$ cat config.mk
export PLATFORM = sky130hd
export DESIGN_NAME = psum_drain
export DESIGN_NICKNAME = d
export VERILOG_FILES = /design/src/rtl/psum_drain.sv
export SDC_FILE = /design/constraint.sdc
export NUM_CORES = 2
export LEC_CHECK = 0
export ABC_CLOCK_PERIOD_IN_PS = 3600
export CELL_PAD_IN_SITES_DETAIL_PLACEMENT = 0
export CELL_PAD_IN_SITES_GLOBAL_PLACEMENT = 2
export CORE_ASPECT_RATIO = 0.9
export CORE_MARGIN = 4
export CORE_UTILIZATION = 36
export CTS_CLUSTER_DIAMETER = 30
export DETAILED_ROUTE_END_ITERATION = 12
export HOLD_SLACK_MARGIN = 0.03
export PLACE_DENSITY_LB_ADDON = 0.1
export SLEW_MARGIN = 20
export SYNTH_ARGS = -nofsm -noshare
export SYNTH_HDL_FRONTEND = slang
export SYNTH_HIERARCHICAL = 1
export SYNTH_SLANG_ARGS = --single-unit
$ cat constraint.sdc
create_clock -name clk -period 3.6 [get_ports clk]
set_input_delay 0.9 -clock clk [delete_from_list [all_inputs] [get_ports clk]]
set_output_delay 0.9 -clock clk [all_outputs]
set_load 0.05 [all_outputs]
$ cat src/rtl/psum_drain.sv
// Psum collector: accumulates COLS-wide psum vectors over a configurable number
// of passes, then drains the per-column sums one beat at a time over valid/ready.

module psum_lane #(
    parameter int PSUM_W = 32
) (
    input  logic              clk,
    input  logic              rst,
    input  logic              clr,
    input  logic              add_en,
    input  logic [PSUM_W-1:0] psum,
    output logic [PSUM_W-1:0] acc,
    output logic              carry
);
    logic [PSUM_W-1:0] acc_q, acc_d;
    logic [PSUM_W:0]   sum;

    assign sum   = {1'b0, acc_q} + {1'b0, psum};
    assign carry = sum[PSUM_W];
    assign acc   = acc_q;

    always_comb begin
        acc_d = acc_q;
        if (clr)
            acc_d = '0;
        else if (add_en)
            acc_d = sum[PSUM_W-1:0];
    end

    always_ff @(posedge clk or negedge rst) begin
        if (!rst)
            acc_q <= '0;
        else
            acc_q <= acc_d;
    end
endmodule

module psum_drain #(
    parameter int COLS   = 14,
    parameter int PSUM_W = 32
) (
    input  logic              clk,
    input  logic              rst,
    input  logic              start,
    input  logic [3:0]        passes_cfg,
    input  logic [PSUM_W-1:0] psum_vec [0:COLS-1],
    input  logic              psum_valid,
    output logic [PSUM_W-1:0] out_data,
    output logic [3:0]        out_col,
    output logic              out_valid,
    input  logic              out_ready,
    output logic              out_last,
    output logic              busy,
    output logic              done,
    output logic              ovf,
    output logic              overrun
);
    typedef enum logic [1:0] {IDLE, ACCUM, DRAIN, DONE} state_t;

    localparam logic [3:0] LAST_COL = 4'(COLS - 1);

    state_t            state_q, state_d;
    logic [3:0]        passes_q, passes_d;
    logic [3:0]        pass_cnt_q, pass_cnt_d;
    logic [3:0]        col_q, col_d;
    logic [PSUM_W-1:0] out_data_q, out_data_d;
    logic [3:0]        out_col_q, out_col_d;
    logic              out_valid_q, out_valid_d;
    logic              out_last_q, out_last_d;
    logic              done_q, done_d;
    logic              ovf_q, ovf_d;
    logic              overrun_q, overrun_d;

    logic                         clr, add_en;
    logic [COLS-1:0][PSUM_W-1:0]  acc;
    logic [COLS-1:0]              carry;
    logic [3:0]                   load_col;

    for (genvar c = 0; c < COLS; c++) begin : g_lane
        psum_lane #(.PSUM_W(PSUM_W)) u_lane (
            .clk    (clk),
            .rst    (rst),
            .clr    (clr),
            .add_en (add_en),
            .psum   (psum_vec[c]),
            .acc    (acc[c]),
            .carry  (carry[c])
        );
    end

    // First beat of a drain loads col 0; afterwards each transfer loads the next column.
    assign load_col = out_valid_q ? col_q + 4'd1 : col_q;

    always_comb begin
        state_d     = state_q;
        passes_d    = passes_q;
        pass_cnt_d  = pass_cnt_q;
        col_d       = col_q;
        out_data_d  = out_data_q;
        out_col_d   = out_col_q;
        out_valid_d = out_valid_q;
        out_last_d  = out_last_q;
        done_d      = 1'b0;
        ovf_d       = ovf_q;
        overrun_d   = overrun_q;
        clr         = 1'b0;
        add_en      = 1'b0;

        if (psum_valid && state_q != ACCUM)
            overrun_d = 1'b1;

        case (state_q)
            IDLE: begin
                if (start) begin
                    passes_d   = (passes_cfg == 4'd0) ? 4'd1 : passes_cfg;
                    pass_cnt_d = 4'd0;
                    ovf_d      = 1'b0;
                    overrun_d  = 1'b0;
                    clr        = 1'b1;
                    state_d    = ACCUM;
                end
            end
            ACCUM: begin
                if (psum_valid) begin
                    add_en     = 1'b1;
                    ovf_d      = ovf_q | (|carry);
                    pass_cnt_d = pass_cnt_q + 4'd1;
                    if (pass_cnt_q + 4'd1 == passes_q) begin
                        col_d   = 4'd0;
                        state_d = DRAIN;
                    end
                end
            end
            DRAIN: begin
                if (!out_valid_q || (out_ready && !out_last_q)) begin
                    col_d       = load_col;
                    out_valid_d = 1'b1;
                    out_data_d  = acc[load_col];
                    out_col_d   = load_col;
                    out_last_d  = (load_col == LAST_COL);
                end else if (out_ready) begin
                    out_valid_d = 1'b0;
                    out_last_d  = 1'b0;
                    done_d      = 1'b1;
                    state_d     = DONE;
                end
            end
            DONE: begin
                state_d = IDLE;
            end
            default: state_d = IDLE;
        endcase
    end

    always_ff @(posedge clk or negedge rst) begin
        if (!rst) begin
            state_q     <= IDLE;
            passes_q    <= '0;
            pass_cnt_q  <= '0;
            col_q       <= '0;
            out_data_q  <= '0;
            out_col_q   <= '0;
            out_valid_q <= 1'b0;
            out_last_q  <= 1'b0;
            done_q      <= 1'b0;
            ovf_q       <= 1'b0;
            overrun_q   <= 1'b0;
        end else begin
            state_q     <= state_d;
            passes_q    <= passes_d;
            pass_cnt_q  <= pass_cnt_d;
            col_q       <= col_d;
            out_data_q  <= out_data_d;
            out_col_q   <= out_col_d;
            out_valid_q <= out_valid_d;
            out_last_q  <= out_last_d;
            done_q      <= done_d;
            ovf_q       <= ovf_d;
            overrun_q   <= overrun_d;
        end
    end

    assign out_data  = out_data_q;
    assign out_col   = out_col_q;
    assign out_valid = out_valid_q;
    assign out_last  = out_last_q;
    assign done      = done_q;
    assign ovf       = ovf_q;
    assign overrun   = overrun_q;
    assign busy      = (state_q != IDLE);
endmodule

* Word level (Yosys, flattened, before mapping)
Cells that the tools add are included.
** Storage, ports and cells
- Logic and storage cells :: 135
- Output and inout bits :: 42
- Bits of input ports :: 457
- Register bits :: 503
** Cells by class
- Bitwise gates (word level) :: 1
- Mux-type cells :: 61
- Reduce and logical (&&, ||, !) cells :: 19
- Equal/unequal tests :: 12
- Add/sub/neg operators :: 16
- $lt $le $gt $ge :: 1
** Operator list (count)
- 32-bit 2-to-1 mux :: 29
- 32-bit by 32-bit adder with 33-bit output :: 14
- 32-bit binary-select mux with 4-bit select :: 1
- 4-bit 2-to-1 mux :: 7
- 4-bit case mux with 2 select lines :: 2
- 1-bit 2-to-1 mux :: 15
- 14-bit OR reduction :: 1
- 2-bit inequality test, second input constant :: 6
- 2-bit 2-to-1 mux :: 5
- 2-bit nonzero test :: 5
- 4-bit by 1-bit adder with 4-bit output, second input constant :: 2
- 2-bit case mux with 4 select lines :: 1
- 2-bit AND reduction :: 3
- 4-bit by 5-bit < comparator with 1-bit output, second input constant :: 1
- 5-bit AND reduction :: 1
- 2-bit == test, second input constant :: 2
- 4-bit == test :: 1
- 4-bit == test, second input constant :: 1
- 4-bit logical NOT :: 1
- 4-bit AND reduction :: 1
- 3-bit AND reduction :: 1
- 2-bit by 1-bit == test with 1-bit output, second input constant :: 1
- 1-bit logical AND :: 2
- 1-bit logical NOT :: 2
- other kinds (5) :: 5

* Longest topological paths before layout
- Depth after elaboration :: 5
- Mapped depth :: 14
- Depth with buffers taken out :: 14

* Cells and area by module
The synthesis kept the hierarchy.
** By module, submodules not included
- psum_lane at g_lane[13].u_lane ... :: instances 10, cells an instance 404, area an instance 3290.7 um^2
- psum_lane at g_lane[0].u_lane ... :: instances 4, cells an instance 379, area an instance 3124.2 um^2
- psum_drain :: instances 1, cells an instance 1162, area an instance 9435.3 um^2

* Worst setup path before layout
No wires, ideal clock.
- Kind :: input -> register
- Start :: input psum_vec[64] (netlist name)
- End :: register ovf_q (netlist: ovf)
- Path slack :: 0.414 ns
- Stages on the path :: 14
- Required time :: 3.473 ns
- Arrival time :: 3.059 ns
- Buffers on the path :: 0
- Path through :: ha_1 > inv_1 > fa_1 > nor2b_2 > o2111ai_1 > a311oi_1 > a211oi_2 > nor4_2 > nor3b_1 > o21bai_1 > nor4_1 > nand4_1 > a21oi_1 > a21oi_1
** On the way
- Word-level cells in the longest chain between the ends :: 5
** Ends and longest elaborated chain
- from (decl) :: RTL line 46 : input logic [PSUM_W-1:0] psum_vec [0:COLS-1],
- 32-bit by 32-bit adder with 33-bit output :: RTL line 18 : assign sum = {1'b0, acc_q} + {1'b0, psum};
- via carry[11] :: RTL line 76 : logic [COLS-1:0] carry;
- 14-bit OR reduction :: RTL line 126 : ovf_d = ovf_q | (|carry);
- 1-bit bitwise OR :: RTL line 126
- 1-bit 2-to-1 mux :: RTL line 124 : if (psum_valid) begin
- 1-bit case mux with 2 select lines :: RTL line 112 : case (state_q)
- to (signal assigned) :: RTL line 178 : ovf_q <= ovf_d;
- to (decl) :: RTL line 71 : logic ovf_q, ovf_d;
The timed path passes the listed nets, and every way through them passes these cells. The select of a mux whose other input is x is not followed.
A chain may end at the register's enable or synchronous reset.

* Worst setup path in the final report
- Start :: input psum_vec[288] (netlist name)
- End :: register ovf_q (netlist: ovf)
The elaborated chain is that of the path after synthesis.

==> report_table.html <==
<table>
<tr><th>Metric</th><th>Value</th></tr>
<tr><th colspan="2">Placed design</th></tr>
<tr><td>Number of port buffers</td><td>between 400 and 500</td></tr>
<tr><td>Placement Setup Slack</td><td>-1030 ps</td></tr>
<tr><td>Routability Congestion</td><td>around 0.95</td></tr>
<tr><td>Area post-placement</td><td>about 0.071 sq mm</td></tr>
<tr><td>Detailed placement HPWL</td><td>just over 200,000 um</td></tr>
<tr><th colspan="2">Die</th></tr>
<tr><td>Vertical die dimension</td><td>378 um</td></tr>
<tr><td>Std-Cell Core Area</td><td>about 0.15 sq mm</td></tr>
<tr><td>Core Rows</td><td>between 100 and 150</td></tr>
<tr><td>Initial core utilization</td><td>36.3%</td></tr>
<tr><td>Die outline area</td><td>0.159 sq mm</td></tr>
<tr><td>Top-Level Pins</td><td>499</td></tr>
<tr><td>Horizontal extent of the die</td><td>419 um</td></tr>
<tr><th colspan="2">Drt</th></tr>
<tr><td>Number of DRC violations after detailed-routing iteration 0</td><td>4,189</td></tr>
<tr><td>Total wire length after detailed routing</td><td>250,000 um</td></tr>
<tr><td>Post-detailed-route via-to-cell ratio</td><td>5.66</td></tr>
<tr><td>DRC Markers</td><td>0</td></tr>
<tr><td>Detailed-route via count</td><td>just under 60,000</td></tr>
<tr><td>Per-cell routed wire length</td><td>about 24 um</td></tr>
<tr><td>Number of search-and-repair iterations in the first detailed-routing pass</td><td>7</td></tr>
<tr><td>Antenna Violating Nets Remaining</td><td>0</td></tr>
<tr><th colspan="2">STA</th></tr>
<tr><td>Max-slew violations</td><td>0</td></tr>
<tr><td>Headroom to the max-slew limit</td><td>a little over a third</td></tr>
<tr><td># setup viols final</td><td>0</td></tr>
<tr><td>Crit share post-route</td><td>around 97%</td></tr>
<tr><td>Peak clock frequency supported by timing</td><td>approximately 0.29 GHz</td></tr>
<tr><td>Number of hold violations in the final report</td><td>0</td></tr>
<tr><td>Slew of the pin with the lowest slew margin</td><td>956 ps</td></tr>
<tr><td>Final hold slack</td><td>between 200 and 250 ps</td></tr>
<tr><td>Clock period minus worst slack</td><td>3490 ps</td></tr>
<tr><td>Worst setup slack after layout</td><td>~110 ps</td></tr>
<tr><td>Worst Skew</td><td>between 30 and 40 ps</td></tr>
<tr><th colspan="2">Global route</th></tr>
<tr><td>Via count of the first global-routing pass</td><td>57,400</td></tr>
<tr><td>Number of antenna violations at the first check in global routing</td><td>31</td></tr>
<tr><td>Total gr overflow</td><td>0</td></tr>
<tr><td>Wire length of the first global-routing pass</td><td>368,000 um</td></tr>
<tr><td>Overall track demand over capacity in global routing</td><td>a little under a third</td></tr>
<tr><td>Pin count of the biggest net entering global routing</td><td>95</td></tr>
<tr><th colspan="2">Job</th></tr>
<tr><td>Number of maximum-capacitance constraint violations</td><td>0</td></tr>
<tr><th colspan="2">Clocking</th></tr>
<tr><td>CTS Hold Bufs</td><td>0</td></tr>
<tr><td>Clock-pin slew of the registers on the worst-case setup and hold paths</td><td>approximately 40 ps</td></tr>
<tr><td>Cell at the root of the clock tree</td><td>sky130_fd_sc_hd__clkbuf_16</td></tr>
<tr><td>Clock sink count</td><td>a little over 500</td></tr>
<tr><td>Total CTS buffers</td><td>177</td></tr>
<tr><td>CTS tree</td><td>yes</td></tr>
<tr><td>Level count of the clock H-tree</td><td>4</td></tr>
<tr><td>Clk_lat worst skew</td><td>790 ps</td></tr>
<tr><td>Maximum clock insertion buffer count</td><td>3</td></tr>
<tr><th colspan="2">Synth</th></tr>
<tr><td>Mean Syn Cell Area</td><td>between 8 and 9 sq um</td></tr>
<tr><td>Post-synth net total</td><td>7,643</td></tr>
<tr><td>Post-Syn Area</td><td>0.0548 sq mm</td></tr>
<tr><td>Mux contribution to synthesized area</td><td>around a tenth</td></tr>
<tr><td>Post-synth EDFFs</td><td>0</td></tr>
<tr><td>Synthesized-area fraction occupied by xor and xnor cells</td><td>4.88%</td></tr>
<tr><td>Register bit total from synthesis</td><td>roughly 500</td></tr>
<tr><td>Most instantiated flip-flop cell in the synthesis netlist</td><td>sky130_fd_sc_hd__dfrtp_1</td></tr>
<tr><td>Post-synthesis share of cell area spent on full adders, half adders and majority gates</td><td>approximately 11%</td></tr>
<tr><td>Synthesized instance count</td><td>about 6,700</td></tr>
<tr><td>Main combinational cell family by area after synthesis</td><td>compound AO/OA/AOI/OAI gates</td></tr>
<tr><td>Share of synthesized cell area in and, or, nand and nor gates</td><td>between 10% and 20%</td></tr>
<tr><td>Yosys warnings</td><td>6</td></tr>
<tr><td>Register area share after synthesis</td><td>23.0%</td></tr>
<tr><td>Count of unique library cells instantiated by Yosys</td><td>93</td></tr>
<tr><td>Async set-reset flop share out of synthesis</td><td>100%</td></tr>
<tr><td>Synth Area in Compound Gates</td><td>between 20% and 30%</td></tr>
<tr><th colspan="2">Worst setup path</th></tr>
<tr><td>Crit path DAT</td><td>4120 ps</td></tr>
<tr><td>Crit Path Category</td><td>input pin to flip-flop</td></tr>
<tr><td>Worst-path maximum fanout</td><td>4</td></tr>
<tr><td>Cell-by-cell trace of the critical path</td><td>clkdlybuf4s50_1, ha_1, inv_1, fa_2, and2b_2, o2111ai_4, a211oi_2, buf_4, o21ai_4, nand2_2, nand4_1, a32oi_2, buf_6, nor4_4, buf_6, nand4_1, a21oi_2, a21oi_1</td></tr>
<tr><td>Setup crit start kind</td><td>input pin</td></tr>
<tr><td>Critical Path RT</td><td>4230 ps</td></tr>
<tr><td>Critical path's slowest cell</td><td>sky130_fd_sc_hd__clkdlybuf4s50_1</td></tr>
<tr><td>Number of buffer and inverter instances along the worst setup path</td><td>5</td></tr>
<tr><td>Element type at the critical path end</td><td>flip-flop</td></tr>
<tr><td>Biggest cell delay along the critical path</td><td>400 ps</td></tr>
<tr><td>Delay-heaviest family, CP</td><td>buffers and inverters</td></tr>
<tr><th colspan="2">Pwr</th></tr>
<tr><td>Leakage power</td><td>roughly 35 nW</td></tr>
<tr><td>Post-layout power</td><td>0.0730 W</td></tr>
<tr><td>VDD IR max</td><td>roughly 500 uV</td></tr>
<tr><td>Cell area power density</td><td>~940 mW/mm^2</td></tr>
<tr><th colspan="2">Layout</th></tr>
<tr><td>Final design area excluding fillers</td><td>slightly below 0.08 sq mm</td></tr>
<tr><td>Net count reported at finish</td><td>9,232</td></tr>
<tr><td>Area Growth Syn to Fin</td><td>41.4%</td></tr>
<tr><td>Layout Utilization</td><td>about half</td></tr>
<tr><td>Share of post-route cells with drive strength above 1</td><td>22.9%</td></tr>
<tr><th colspan="2">Run status</th></tr>
<tr><td>Run status</td><td>complete, no violations</td></tr>
<tr><th colspan="2">Min path</th></tr>
<tr><td>Type of the most critical hold path</td><td>input pin to asynchronous set/reset pin</td></tr>
</table>
==> worst reg2reg max path: cells and delay by family (launching register included) <==
family	cells	cell delay, ps
buf+inv	4	610
flops	1	370
simple gates	5	860
compound gates	6	950
fa+ha+maj	2	420
==> power breakdown <==
part / switching [W] / total (W) / internal, W
registers: 0.00346 / 0.0115 / 0.00806
clock network: 0.00488 / 0.0168 / 0.0119
logic: 0.0252 / 0.0448 / 0.0196
==> state kept, by name, indices dropped and copies added (netlist names) <==
name	flops
g_lane.u_lane/acc	448
out_data	32
col_q	4
out_col	4
pass_cnt_q	4
passes_q	4
state_q	2
done	1
out_last	1
out_valid	1
overrun	1
ovf	1
==> path summary, 6_finish.rpt <==
check                                        startpoint                        to  slack, ps  depth (start not counted)
worst min-delay path                                rst  g_lane[7].u_lane/acc[25]        210                          1
min in group clk                             out_col[3]                out_col[3]        480                          1
worst min register to register               out_col[3]                out_col[3]        480                          1
max in group asynchronous                           rst   g_lane[1].u_lane/acc[8]       2440                          3
worst max register to register  g_lane[4].u_lane/acc[0]                       ovf        250                         17
worst max-delay path                      psum_vec[288]                       ovf        110                         18
==> placed cells by master (no fill, tap or decap), drive strengths merged, types with 95 or more instances in the layout <==
| cell type | netlist | routed |
|---|---|---|
| xor2 | 127 | 127 |
| o21a | 95 | 95 |
| buf | 187 | 1349 |
| a21o | 251 | 251 |
| nor3 | 211 | 211 |
| nand4 | 160 | 160 |
| clkdlybuf4s50 | 0 | 496 |
| o21ai | 519 | 519 |
| nor2 | 480 | 480 |
| xnor2 | 176 | 176 |
| mux2i | 529 | 529 |
| ha | 454 | 454 |
| a211oi | 98 | 98 |
| inv | 174 | 194 |
| dfrtp | 503 | 503 |
| a21oi | 476 | 476 |
| clkbuf | 249 | 236 |
| nand3 | 159 | 159 |
| o22ai | 224 | 224 |
| nand2 | 678 | 678 |
| a31oi | 99 | 99 |
==> what timing repair did <==
action | in CTS | in global routing
gates resized for setup | 3 | 22
gates cloned | 0 | 0
endpoints found under the setup margin | 2 | 1
pin swaps | 0 | 4
setup buffers | 0 | 2
==> cell usage after synthesis, drive strengths merged, types with 30 or more instances <==
master   count  area (sq um)
buf        187          1040
xor2       127          1120
dfrtp      503         12600
o21bai      65           488
a31oi       99           832
a21o       251          1880
o21ai      519          2680
nand2b      36           225
and2        34           213
o211ai      60           500
o31ai       47           408
nand3      159           796
a22o        71           622
a32oi       31           272
inv        174           653
nor2       480          1800
a21oi      476          2460
xnor2      176          1560
o21a        95           713
ha         454          5680
nor3       211          1110
mux2i      529          5300
o22ai      224          1460
nor2b       53           342
clkbuf     249           965
o2111ai     30           438
a211oi      98           981
nand2      678          2540
and3        38           263
nand4      160          1000
or3         50           313
==> through the flow <==
step	std cells	setup TNS, ps
floorplan	6718	0
global placement	10100	-9790
detailed placement	10100	-11580
CTS	10400	0
global route	10500	-15.3
finish	10500	0
==> cell families (layout without fill, tap and decap cells) <==
| kind of cell | after synthesis | in the layout |
|---|---|---|
| compound gates | 2264 | 2264 |
| simple gates | 2037 | 2037 |
| buf+inv | 610 | 2349 |
| mux | 533 | 533 |
| flops | 503 | 503 |
| fa+ha+maj | 468 | 468 |
| xor+xnor | 303 | 303 |
| other cells | 0 | 19 |
==> routing by layer <==
metal	track usage, %	vias up	share of wire, %
met3	3.77	349	4.6
met5	0	-	0.014
met4	11.4	6	4.0
met2	48.8	1583	45
li1	-	28500	-
met1	41.9	28800	46
==> area by class of cell <==
| cell class | count | area (sq um) |
|---|---|---|
| antenna | 19 | 47.5 |
| clock buffer | 236 | 5080 |
| clock inverter | 93 | 1430 |
| fill | 14500 | 73500 |
| inverter | 174 | 658 |
| multi-input combinational | 5605 | 39800 |
| sequential | 503 | 12600 |
| tap | 1986 | 2480 |
| timing repair buffer | 1846 | 15500 |
(Power assumes the default switching activity.)
